$ cat config.mk
export PLATFORM = sky130hd
export DESIGN_NAME = cl_hello_world_regs_flat
export DESIGN_NICKNAME = d
export VERILOG_FILES = /design/src/rtl/cl_hello_world_pkg.sv /design/src/rtl/cl_hello_world_regs_if.sv /design/src/rtl/cl_sync_bus.sv /design/src/rtl/cl_hello_world_regs.sv /design/src/flat_wrapper.sv
export SDC_FILE = /design/constraint.sdc
export NUM_CORES = 1
export LEC_CHECK = 0
export CAP_MARGIN = 20
export CORE_ASPECT_RATIO = 1.1
export CORE_MARGIN = 8
export CORE_UTILIZATION = 30
export CTS_BUF_LIST = sky130_fd_sc_hd__clkbuf_2
export CTS_CLUSTER_SIZE = 24
export DETAILED_ROUTE_END_ITERATION = 16
export SYNTH_ARGS = -nofsm -noshare
export SYNTH_HDL_FRONTEND = slang
export SYNTH_SLANG_ARGS = --single-unit
$ cat constraint.sdc
create_clock -name clk_main_a0 -period 8.2 [get_ports clk_main_a0]
set_input_delay 1.64 -clock clk_main_a0 [delete_from_list [all_inputs] [get_ports clk_main_a0]]
set_output_delay 1.64 -clock clk_main_a0 [all_outputs]
set_load 0.02 [all_outputs]
$ cat src/rtl/cl_hello_world_pkg.sv
// rtl/cl_hello_world_pkg.sv - shared constants, types and helpers for the hello-world register file
package cl_hello_world_pkg;

    localparam int HELLO_IDX  = 0;
    localparam int CTRL_IDX   = 1;
    localparam int STATUS_IDX = 2;

    localparam logic [31:0] RD_ERR_DATA = 32'hDEAD_BEEF;

    typedef enum logic [1:0] {
        VLED_SHADOW = 2'd0,
        VLED_BLINK  = 2'd1,
        VLED_COUNT  = 2'd2,
        VLED_OFF    = 2'd3
    } vled_mode_e;

    function automatic logic [31:0] byte_swap32(input logic [31:0] v);
        return {v[7:0], v[15:8], v[23:16], v[31:24]};
    endfunction

endpackage

$ cat src/rtl/cl_hello_world_regs_if.sv
// rtl/cl_hello_world_regs_if.sv - write, read-request and read-response handshakes of the register file
interface cl_hello_world_regs_if;

    logic        wr_valid;
    logic        wr_ready;
    logic [31:0] wr_addr;
    logic [31:0] wr_data;
    logic [3:0]  wr_strb;

    logic        rd_valid;
    logic        rd_ready;
    logic [31:0] rd_addr;

    logic        rd_resp_valid;
    logic        rd_resp_ready;
    logic [31:0] rd_resp_data;
    logic        rd_resp_err;

    modport master (
        output wr_valid, wr_addr, wr_data, wr_strb,
        input  wr_ready,
        output rd_valid, rd_addr,
        input  rd_ready,
        input  rd_resp_valid, rd_resp_data, rd_resp_err,
        output rd_resp_ready
    );

    modport slave (
        input  wr_valid, wr_addr, wr_data, wr_strb,
        output wr_ready,
        input  rd_valid, rd_addr,
        output rd_ready,
        output rd_resp_valid, rd_resp_data, rd_resp_err,
        input  rd_resp_ready
    );

endinterface

$ cat src/rtl/cl_sync_bus.sv
// rtl/cl_sync_bus.sv - multi-stage flop synchroniser for a bus of quasi-static asynchronous bits
module cl_sync_bus #(
    parameter int WIDTH  = 16,
    parameter int STAGES = 2
) (
    input  logic             clk_i,
    input  logic             rst_i,
    input  logic [WIDTH-1:0] d_i,
    output logic [WIDTH-1:0] q_o
);

    logic [WIDTH-1:0] sync_q [STAGES];

    always_ff @(posedge clk_i or posedge rst_i) begin
        if (rst_i) begin
            for (int i = 0; i < STAGES; i++) begin
                sync_q[i] <= '0;
            end
        end else begin
            sync_q[0] <= d_i;
            for (int i = 1; i < STAGES; i++) begin
                sync_q[i] <= sync_q[i-1];
            end
        end
    end

    assign q_o = sync_q[STAGES-1];

endmodule

$ cat src/rtl/cl_hello_world_regs.sv
// rtl/cl_hello_world_regs.sv - CL register file with byte-strobed writes, buffered reads and virtual-LED modes
module cl_hello_world_regs
    import cl_hello_world_pkg::*;
#(
    parameter int          NUM_REGS    = 4,
    parameter logic [31:0] ADDR_BASE   = 32'h0000_0500,
    parameter int          VLED_W      = 16,
    parameter int          SYNC_STAGES = 2,
    parameter int          BLINK_DIV_W = 24
) (
    input  logic                 clk_main_a0,
    input  logic                 rst_main,
    cl_hello_world_regs_if.slave bus,
    input  logic [VLED_W-1:0]    sh_cl_status_vdip,
    output logic [VLED_W-1:0]    vled_q,
    output logic [VLED_W-1:0]    cl_sh_status_vled
);

    localparam int               IDX_W     = $clog2(NUM_REGS);
    localparam logic [31:0]      MAP_BYTES = 32'(4 * NUM_REGS);
    localparam logic [IDX_W-1:0] HELLO_I   = IDX_W'(HELLO_IDX);
    localparam logic [IDX_W-1:0] CTRL_I    = IDX_W'(CTRL_IDX);
    localparam logic [IDX_W-1:0] STATUS_I  = IDX_W'(STATUS_IDX);

    // The STATUS slot of regs_q is never written; STATUS is assembled live on read.
    logic [31:0]        regs_q [NUM_REGS];
    logic [31:0]        regs_d [NUM_REGS];
    logic [15:0]        wr_cnt_q;
    logic               rd_resp_valid_q;
    logic [31:0]        rd_resp_data_q;
    logic               rd_resp_err_q;
    logic [31:0]        rd_data_d;
    logic               rd_err_d;
    logic [BLINK_DIV_W-1:0] presc_q;
    logic               phase_q;
    logic [VLED_W-1:0]  cnt_q;
    logic [VLED_W-1:0]  led_q;
    logic [VLED_W-1:0]  led_d;
    logic [VLED_W-1:0]  led_out_q;
    logic [VLED_W-1:0]  vdip_sync;
    logic               wr_fire, rd_fire, wr_hit, rd_hit, mode_wr, tick;
    logic [IDX_W-1:0]   wr_idx, rd_idx;
    vled_mode_e         mode;

    function automatic logic addr_hit(input logic [31:0] a);
        return (a[1:0] == 2'b00) && (a >= ADDR_BASE) && ((a - ADDR_BASE) < MAP_BYTES);
    endfunction

    cl_sync_bus #(
        .WIDTH  (VLED_W),
        .STAGES (SYNC_STAGES)
    ) u_vdip_sync (
        .clk_i (clk_main_a0),
        .rst_i (rst_main),
        .d_i   (sh_cl_status_vdip),
        .q_o   (vdip_sync)
    );

    assign bus.wr_ready      = !rst_main;
    assign bus.rd_ready      = !rst_main && (!rd_resp_valid_q || bus.rd_resp_ready);
    assign bus.rd_resp_valid = rd_resp_valid_q;
    assign bus.rd_resp_data  = rd_resp_data_q;
    assign bus.rd_resp_err   = rd_resp_err_q;
    assign vled_q            = led_q;
    assign cl_sh_status_vled = led_out_q;

    assign wr_fire = bus.wr_valid && bus.wr_ready;
    assign rd_fire = bus.rd_valid && bus.rd_ready;
    assign wr_hit  = addr_hit(bus.wr_addr);
    assign rd_hit  = addr_hit(bus.rd_addr);
    assign wr_idx  = IDX_W'((bus.wr_addr - ADDR_BASE) >> 2);
    assign rd_idx  = IDX_W'((bus.rd_addr - ADDR_BASE) >> 2);
    assign mode_wr = wr_fire && wr_hit && (wr_idx == CTRL_I) && bus.wr_strb[0];
    assign tick    = &presc_q;
    assign mode    = vled_mode_e'(regs_q[CTRL_IDX][1:0]);

    always_comb begin
        regs_d = regs_q;
        if (wr_fire && wr_hit && (wr_idx != STATUS_I)) begin
            for (int b = 0; b < 4; b++) begin
                if (bus.wr_strb[b]) begin
                    regs_d[wr_idx][8*b +: 8] = bus.wr_data[8*b +: 8];
                end
            end
        end
    end

    // Decoded from the pre-write register state, so a same-cycle write is not visible.
    always_comb begin
        rd_data_d = RD_ERR_DATA;
        rd_err_d  = 1'b1;
        if (rd_hit) begin
            rd_err_d = 1'b0;
            if (rd_idx == HELLO_I) begin
                rd_data_d = byte_swap32(regs_q[HELLO_IDX]);
            end else if (rd_idx == CTRL_I) begin
                rd_data_d = {30'd0, regs_q[CTRL_IDX][1:0]};
            end else if (rd_idx == STATUS_I) begin
                rd_data_d = {wr_cnt_q, 16'(vdip_sync)};
            end else begin
                rd_data_d = regs_q[rd_idx];
            end
        end
    end

    always_comb begin
        led_d = '0;
        case (mode)
            VLED_SHADOW: led_d = regs_q[HELLO_IDX][VLED_W-1:0];
            VLED_BLINK:  led_d = phase_q ? regs_q[HELLO_IDX][VLED_W-1:0] : '0;
            VLED_COUNT:  led_d = cnt_q;
            default:     led_d = '0;
        endcase
    end

    always_ff @(posedge clk_main_a0 or posedge rst_main) begin
        if (rst_main) begin
            for (int i = 0; i < NUM_REGS; i++) begin
                regs_q[i] <= '0;
            end
            wr_cnt_q        <= '0;
            rd_resp_valid_q <= 1'b0;
            rd_resp_data_q  <= '0;
            rd_resp_err_q   <= 1'b0;
            presc_q         <= '0;
            phase_q         <= 1'b0;
            cnt_q           <= '0;
            led_q           <= '0;
            led_out_q       <= '0;
        end else begin
            regs_q <= regs_d;
            if (wr_fire && (wr_cnt_q != 16'hFFFF)) begin
                wr_cnt_q <= wr_cnt_q + 16'd1;
            end
            if (rd_fire) begin
                rd_resp_valid_q <= 1'b1;
                rd_resp_data_q  <= rd_data_d;
                rd_resp_err_q   <= rd_err_d;
            end else if (bus.rd_resp_ready) begin
                rd_resp_valid_q <= 1'b0;
            end
            if (mode_wr) begin
                presc_q <= '0;
                phase_q <= 1'b1;
                cnt_q   <= '0;
            end else begin
                presc_q <= presc_q + 1'b1;
                if (tick) begin
                    phase_q <= !phase_q;
                    cnt_q   <= cnt_q + 1'b1;
                end
            end
            led_q     <= led_d;
            led_out_q <= led_q & vdip_sync;
        end
    end

endmodule

$ cat src/flat_wrapper.sv
// flat-port wrapper written by rule: the top's interface ports become plain ports
module cl_hello_world_regs_flat import cl_hello_world_pkg::*;
#(
    parameter int          NUM_REGS    = 4,
    parameter logic [31:0] ADDR_BASE   = 32'h0000_0500,
    parameter int          VLED_W      = 16,
    parameter int          SYNC_STAGES = 2,
    parameter int          BLINK_DIV_W = 24
)
  (clk_main_a0, rst_main, sh_cl_status_vdip, vled_q, cl_sh_status_vled, bus_wr_valid, bus_wr_addr, bus_wr_data, bus_wr_strb, bus_wr_ready, bus_rd_valid, bus_rd_addr, bus_rd_ready, bus_rd_resp_valid, bus_rd_resp_data, bus_rd_resp_err, bus_rd_resp_ready);
  cl_hello_world_regs_if bus_i ();
  input  logic clk_main_a0;
  input  logic rst_main;
  input  logic [VLED_W-1:0] sh_cl_status_vdip;
  output logic [VLED_W-1:0] vled_q;
  output logic [VLED_W-1:0] cl_sh_status_vled;
  input wire logic [$bits(bus_i.wr_valid)-1:0] bus_wr_valid;
  input wire logic [$bits(bus_i.wr_addr)-1:0] bus_wr_addr;
  input wire logic [$bits(bus_i.wr_data)-1:0] bus_wr_data;
  input wire logic [$bits(bus_i.wr_strb)-1:0] bus_wr_strb;
  output wire logic [$bits(bus_i.wr_ready)-1:0] bus_wr_ready;
  input wire logic [$bits(bus_i.rd_valid)-1:0] bus_rd_valid;
  input wire logic [$bits(bus_i.rd_addr)-1:0] bus_rd_addr;
  output wire logic [$bits(bus_i.rd_ready)-1:0] bus_rd_ready;
  output wire logic [$bits(bus_i.rd_resp_valid)-1:0] bus_rd_resp_valid;
  output wire logic [$bits(bus_i.rd_resp_data)-1:0] bus_rd_resp_data;
  output wire logic [$bits(bus_i.rd_resp_err)-1:0] bus_rd_resp_err;
  input wire logic [$bits(bus_i.rd_resp_ready)-1:0] bus_rd_resp_ready;
  assign bus_i.wr_valid = bus_wr_valid;
  assign bus_i.wr_addr = bus_wr_addr;
  assign bus_i.wr_data = bus_wr_data;
  assign bus_i.wr_strb = bus_wr_strb;
  assign bus_wr_ready = bus_i.wr_ready;
  assign bus_i.rd_valid = bus_rd_valid;
  assign bus_i.rd_addr = bus_rd_addr;
  assign bus_rd_ready = bus_i.rd_ready;
  assign bus_rd_resp_valid = bus_i.rd_resp_valid;
  assign bus_rd_resp_data = bus_i.rd_resp_data;
  assign bus_rd_resp_err = bus_i.rd_resp_err;
  assign bus_i.rd_resp_ready = bus_rd_resp_ready;
  cl_hello_world_regs #(.NUM_REGS(NUM_REGS), .ADDR_BASE(ADDR_BASE), .VLED_W(VLED_W), .SYNC_STAGES(SYNC_STAGES), .BLINK_DIV_W(BLINK_DIV_W)) u_core (.clk_main_a0(clk_main_a0), .rst_main(rst_main), .bus(bus_i), .sh_cl_status_vdip(sh_cl_status_vdip), .vled_q(vled_q), .cl_sh_status_vled(cl_sh_status_vled));
endmodule
==> results.sh, run 1 <==
export IMPL_crit_fanout=93
export IMPL_syn_to_final_growth_pct=31.3
export IMPL_post_route_drc_count=0
export IMPL_synth_compound_area_share_pct=7.25
export IMPL_status="complete, no violations"
export IMPL_synth_seq_cells=221
export IMPL_ys_top_cells_by_area="dfrtp_1 60%, mux2_2 12%, xor2_1 3.4%"
export IMPL_cts_tree="yes"
export IMPL_vias=6576
export IMPL_fill_cells=3009
export IMPL_finClkSkew_ps=94.5
export IMPL_synth_xor_area_share_pct=4.94
export IMPL_yosysWarnings=0
export IMPL_tns_ps=0
export IMPL_clock_fmax_mhz=195
export IMPL_synth_flop_cell="dfrtp_1"
export IMPL_setup_viol=0
export IMPL_cp_end_kind="output pin"
export IMPL_grt_pass1_vias=6904
export IMPL_final_area_um2=12100
export IMPL_dr_pass1_iters=5
export IMPL_grt_pass1_wl_um=39400
export IMPL_ir_drop_mv=0.0708
export IMPL_cts_resized_gates=0
export IMPL_grt_usage_pct=13.6
export IMPL_worst_hold_path_type="reg2reg"
export IMPL_postRouteWirelength_um=25000
export IMPL_io_buffers=188
export IMPL_cts_root_buffer="clkbuf_2"
export IMPL_clk_latency_ps=860
export IMPL_path_class="in2out"
export IMPL_path_clk_slew_ps=90
export IMPL_synth_top_family_by_area="simple AND/OR/NAND/NOR gates"
export IMPL_p_total_mw=2.04
export IMPL_cts_hold_buffers_added=0
export IMPL_synth_edf_count=0
export IMPL_wl_per_cell_um=17.7
export IMPL_grt_ovfl_total=0
export IMPL_worstPathRequired_ps=6560
export IMPL_antenna_found_initial=1
export IMPL_dp_hpwl_um=17700
export IMPL_dieArea_um2=36600
export IMPL_netlist_instances=729
export IMPL_slew_headroom_pct=31.1
export IMPL_worst_pin_slew_ps=1020
export IMPL_cts_buffer_depth=3
export IMPL_vias_per_cell=4.66
export IMPL_syn_area_per_cell_um2=12.6
export IMPL_timing_final_hold_violations=0
export IMPL_ant_nets=0
export IMPL_dr_first_iter_drc_count=215
export IMPL_cts_htree_levels=2
export IMPL_ys_seq_area_share_pct=60.0
export IMPL_placed_area_um2=11600
export IMPL_layout_setup_ws_ps=3080
export IMPL_arrival_ps=3480
export IMPL_synth_nets=853
export IMPL_finalNetCount=1079
export IMPL_num_rows=67
export IMPL_initial_core_util_pct=30.3
export IMPL_grt_setup_unrepaired="no"
export IMPL_place_ws_ps=3040
export IMPL_period_minus_slack_ps=5120
export IMPL_final_common_cell="dfrtp_1"
export IMPL_hold_worst_slack_ps=340
export IMPL_core_area_um2=30300
export IMPL_post_cts_buffers=0
export IMPL_drv_cap=0
export IMPL_power_leakage_nw=5.41
export IMPL_netlist_area_um2=9210
export IMPL_period_share_pct=62.4
export IMPL_die_x_um=183
export IMPL_synth_top_cell_by_area="dfrtp_1"
export IMPL_synth_top_area_share_pct=60.0
export IMPL_ys_async_sr_fraction_pct=100
export IMPL_die_y_um=200
export IMPL_num_io_pins=189
export IMPL_cts_sinks=221
export IMPL_drive_above_1_share_pct=21.4
export IMPL_slew_violations=0
export IMPL_yosys_area_share_simple_pct=13.2
export IMPL_synthAdderAreaFrac_pct=0.408
export IMPL_numCtsBuffers=56
export IMPL_synthMuxAreaShare_pct=12.2
export IMPL_cp_start_kind="input pin"
export IMPL_grt_max_degree=94
export IMPL_yosysUniqueCellTypes=42
export IMPL_power_density_nw_per_um2=169
export IMPL_place_gp_congestion=0.846
export IMPL_layout_common_cells="221 x dfrtp_1, 187 x clkdlybuf4s50_1, 96 x mux2_2, 81 x clkbuf_2, 71 x nor2_1"
[cells in the mapped netlist, types with 2 or more instances]
library cell and n:
clkbuf_1 21, buf_2 4, buf_1 2, nand3_1 27, buf_4 3, o21ai_0 5, a21oi_1 28, xnor2_1 16
nor2b_1 6, nand3_2 4, dfrtp_1 221, a22oi_1 22, nor2_1 72, nor3_1 8, nand4_4 3, a22o_1 32
nor4b_1 4, ha_1 3, and3_1 10, and4_1 3, nand2_1 26, inv_1 7, mux4_2 2, nor4_1 15
and2_1 18, mux2_2 96, nand4_1 21, xor2_1 36
[cell type report]
type,count,area [µm²],area share (%)
repair buffers,200,1980,16.4
clock inverters,18,103,0.849
flip-flops and latches,221,5530,45.7
clock buffers,81,405,3.35
diodes,2,5.00,0.0414
multi-input cells,469,3520,29.1
inverters,7,33.8,0.279
well taps,414,518,4.28
[metal layers]
layer	GRT usage, %	part of all wire, %	routed length (µm)
met4	4.13	1.6	400
met3	3.24	5.6	1410
met2	22.7	48	12100
met1	17.2	44	11100
met5	0	0	0
[sequential cells by signal (all words and copies together), names as in the netlist]
name	flops
u_core.cl_sh_status_vled	16
u_core.bus.rd_resp_data	32
u_core.presc_q	24
u_core.wr_cnt_q	16
u_core.regs_q	64
u_core.vled_q	16
u_core.phase_q	1
u_core.u_vdip_sync.sync_q	16
u_core.bus.rd_resp_valid	1
u_core.cnt_q	16
u_core.bus.rd_resp_err	1
u_core.u_vdip_sync.q_o	16
u_core.mode	2
[report_power, final]
part           internal (mW)  switching, mW  leakage (nW)
sequential              1.11         0.0281          2.85
combinational         0.0844         0.0763          2.17
clock                  0.297          0.447         0.387
[worst max-delay path: stages]
cell and delay (ps):
clkdlybuf4s50_1 530, inv_8 500, clkdlybuf4s50_1 730
[cell families (layout without fill, tap and decap cells)]
group	Yosys count	after routing
flops	221	221
compound gates	92	92
buf+inv	39	306
fa+ha+maj	3	3
mux	98	98
simple gates	224	224
xor+xnor	52	52
other cells	0	2
[through the flow]
stage,instances,util (%)
2_1_floorplan,729,-
3_3_place_gp,1309,38.1
3_5_place_dp,1311,38.2
4_1_cts,1410,39.8
5_1_grt,1411,39.8
6_report,1412,39.8
[path summary, 6_finish.rpt]
check / from / endpoint / slack [ps] / cells after the start
max: rst_main / bus_wr_ready / 3080 / 3
min: u_core.u_vdip_sync.sync_q[30] / u_core.u_vdip_sync.q_o[14] / 340 / 0
max reg2reg: u_core.presc_q[2] / u_core.presc_q[19] / 6020 / 5
min reg2reg: u_core.u_vdip_sync.sync_q[30] / u_core.u_vdip_sync.q_o[14] / 340 / 0
max in group asynchronous: rst_main / u_core.u_vdip_sync.q_o[8] / 5430 / 3
min in group asynchronous: rst_main / u_core.bus.rd_resp_valid / 1360 / 2
No activity file was read; power rests on OpenSTA's default activity.
==> run 2, diff against run 1 <==
==> constraint.sdc (replaced) <==
create_clock -name clk_main_a0 -period 5.2 [get_ports clk_main_a0]
set_input_delay 1.04 -clock clk_main_a0 [delete_from_list [all_inputs] [get_ports clk_main_a0]]
set_output_delay 1.04 -clock clk_main_a0 [all_outputs]
set_load 0.02 [all_outputs]
==> results.sh, run 2 (synthesized netlist as in run 1, its figures left out) <==
export IMPL_placed_area_um2=11600
export IMPL_crit_fanout=6
export IMPL_cp_end_kind="output pin"
export IMPL_post_route_drc_count=0
export IMPL_antenna_found_initial=1
export IMPL_dieArea_um2=36600
export IMPL_m1WireLength_um=10900
export IMPL_clock_power_share_pct=34.4
export IMPL_dr_pass1_iters=4
export IMPL_power_density_nw_per_um2=260
export IMPL_cp_start_kind="input pin"
export IMPL_cts_htree_levels=2
export IMPL_p_total_mw=3.12
export IMPL_cts_root_buffer="clkbuf_2"
export IMPL_wl_per_cell_um=17.8
export IMPL_cts_resized_gates=0
export IMPL_grt_setup_unrepaired="no"
export IMPL_power_frac_comb_pct=8.1
export IMPL_power_share_sequential_pct=57.4
export IMPL_tns_ps=0
export IMPL_arrival_ps=2570
export IMPL_wl_met3_um=1580
export IMPL_period_minus_slack_ps=3610
export IMPL_cts_hold_buffers_added=0
export IMPL_p_sw_share_pct=26.4
export IMPL_io_buffers=188
export IMPL_grt_ovfl_total=0
export IMPL_cts_tree="yes"
export IMPL_drv_cap=0
export IMPL_worst_hold_path_type="reg2reg"
export IMPL_cts_buffer_depth=3
export IMPL_die_x_um=183
export IMPL_worstPathCellList="clkdlybuf4s50_1 > clkinvlp_4 > clkdlybuf4s50_1"
export IMPL_period_share_pct=69.4
export IMPL_path_class="in2out"
export IMPL_total_switching_power_uw=825
export IMPL_worst_pin_slew_ps=1080
export IMPL_final_area_um2=12000
export IMPL_grt_pass1_wl_um=39700
export IMPL_dr_max_layer_used="met4"
export IMPL_largest_register_ffs=64
export IMPL_core_area_um2=30300
export IMPL_slew_violations=0
export IMPL_die_y_um=200
export IMPL_place_gp_congestion=0.895
export IMPL_max_stage_delay_ps=630
export IMPL_grt_max_degree=156
export IMPL_cp_slowest_cell="clkdlybuf4s50_1"
export IMPL_setup_viol=0
export IMPL_ir_drop_mv=0.117
export IMPL_num_rows=67
export IMPL_drive_above_1_share_pct=21.3
export IMPL_finClkSkew_ps=64.0
export IMPL_vias_per_cell=4.66
export IMPL_power_leakage_nw=5.38
export IMPL_post_cts_buffers=0
export IMPL_path_clk_slew_ps=90
export IMPL_rrSetupSlack_ps=3000
export IMPL_crit_top_cell="clkdlybuf4s50_1"
export IMPL_finalNetCount=1080
export IMPL_initial_core_util_pct=30.3
export IMPL_met2_wirelength_um=12100
export IMPL_layout_common_cells="221 x dfrtp_1, 187 x clkdlybuf4s50_1, 96 x mux2_2, 82 x clkbuf_2, 71 x nor2_1"
export IMPL_clock_fmax_mhz=277
export IMPL_timing_final_hold_violations=0
export IMPL_dp_hpwl_um=18000
export IMPL_p_int_mw=2.30
export IMPL_status="complete, no violations"
export IMPL_cts_sinks=221
export IMPL_slew_headroom_pct=27.6
export IMPL_dr_first_iter_drc_count=302
export IMPL_top_register="u_core.regs_q"
export IMPL_grt_pass1_vias=7175
export IMPL_clk_latency_ps=810
export IMPL_num_io_pins=189
export IMPL_numCtsBuffers=57
export IMPL_hold_worst_slack_ps=327
export IMPL_ant_nets=0
export IMPL_final_common_cell="dfrtp_1"
export IMPL_worstPathRequired_ps=4160
export IMPL_syn_to_final_growth_pct=30.6
export IMPL_vias=6535
export IMPL_finish_utilization_pct=39.6
export IMPL_grt_usage_pct=13.7
export IMPL_postRouteWirelength_um=24900
## run 2: critical path: cells and delay by family
kind / cells / cell delay [ps]
buf+inv: 3 / 1510
## run 2: worst paths after layout
kind	startpoint	endpoint	cells after the start
max	rst_main	bus_wr_ready	3
min	u_core.u_vdip_sync.sync_q[23]	u_core.u_vdip_sync.q_o[7]	0
max reg2reg	u_core.presc_q[15]	u_core.cnt_q[11]	5
min reg2reg	u_core.u_vdip_sync.sync_q[23]	u_core.u_vdip_sync.q_o[7]	0
max in group asynchronous	rst_main	u_core.u_vdip_sync.q_o[12]	3
min in group asynchronous	rst_main	u_core.cnt_q[5]	2
## run 2: power groups by stage
stage / combinational [mW] / clock [mW] / sequential, mW
finish: 0.253 / 1.08 / 1.79
global route: 0.280 / 1.22 / 1.80
CTS: 0.261 / 1.14 / 1.79
detailed placement: 0.259 / 0 / 1.83
global placement: 0.256 / 0 / 1.83
floorplan: 0.122 / 0 / 1.81
## run 2: metrics by stage
step	worst slack (ps)	cells
finish	1590	1403
global route	1530	1403
CTS	1550	1402
detailed placement	1360	1311
global placement	1380	1310
floorplan	391	729
## run 2: routing by layer
metal	track usage, %	vias up
met4	3.98	0
li1	-	3089
met5	0	-
met1	17.1	3215
met3	3.62	32
met2	23.0	199
## run 2: final cells by class
cell class,count,area [µm²]
fill,2987,18300
sequential,221,5530
multi-input combinational,469,3520
timing repair buffer,200,1990
tap,414,518
clock buffer,82,410
clock inverter,9,33.8
inverter,7,30.0
antenna,1,2.50
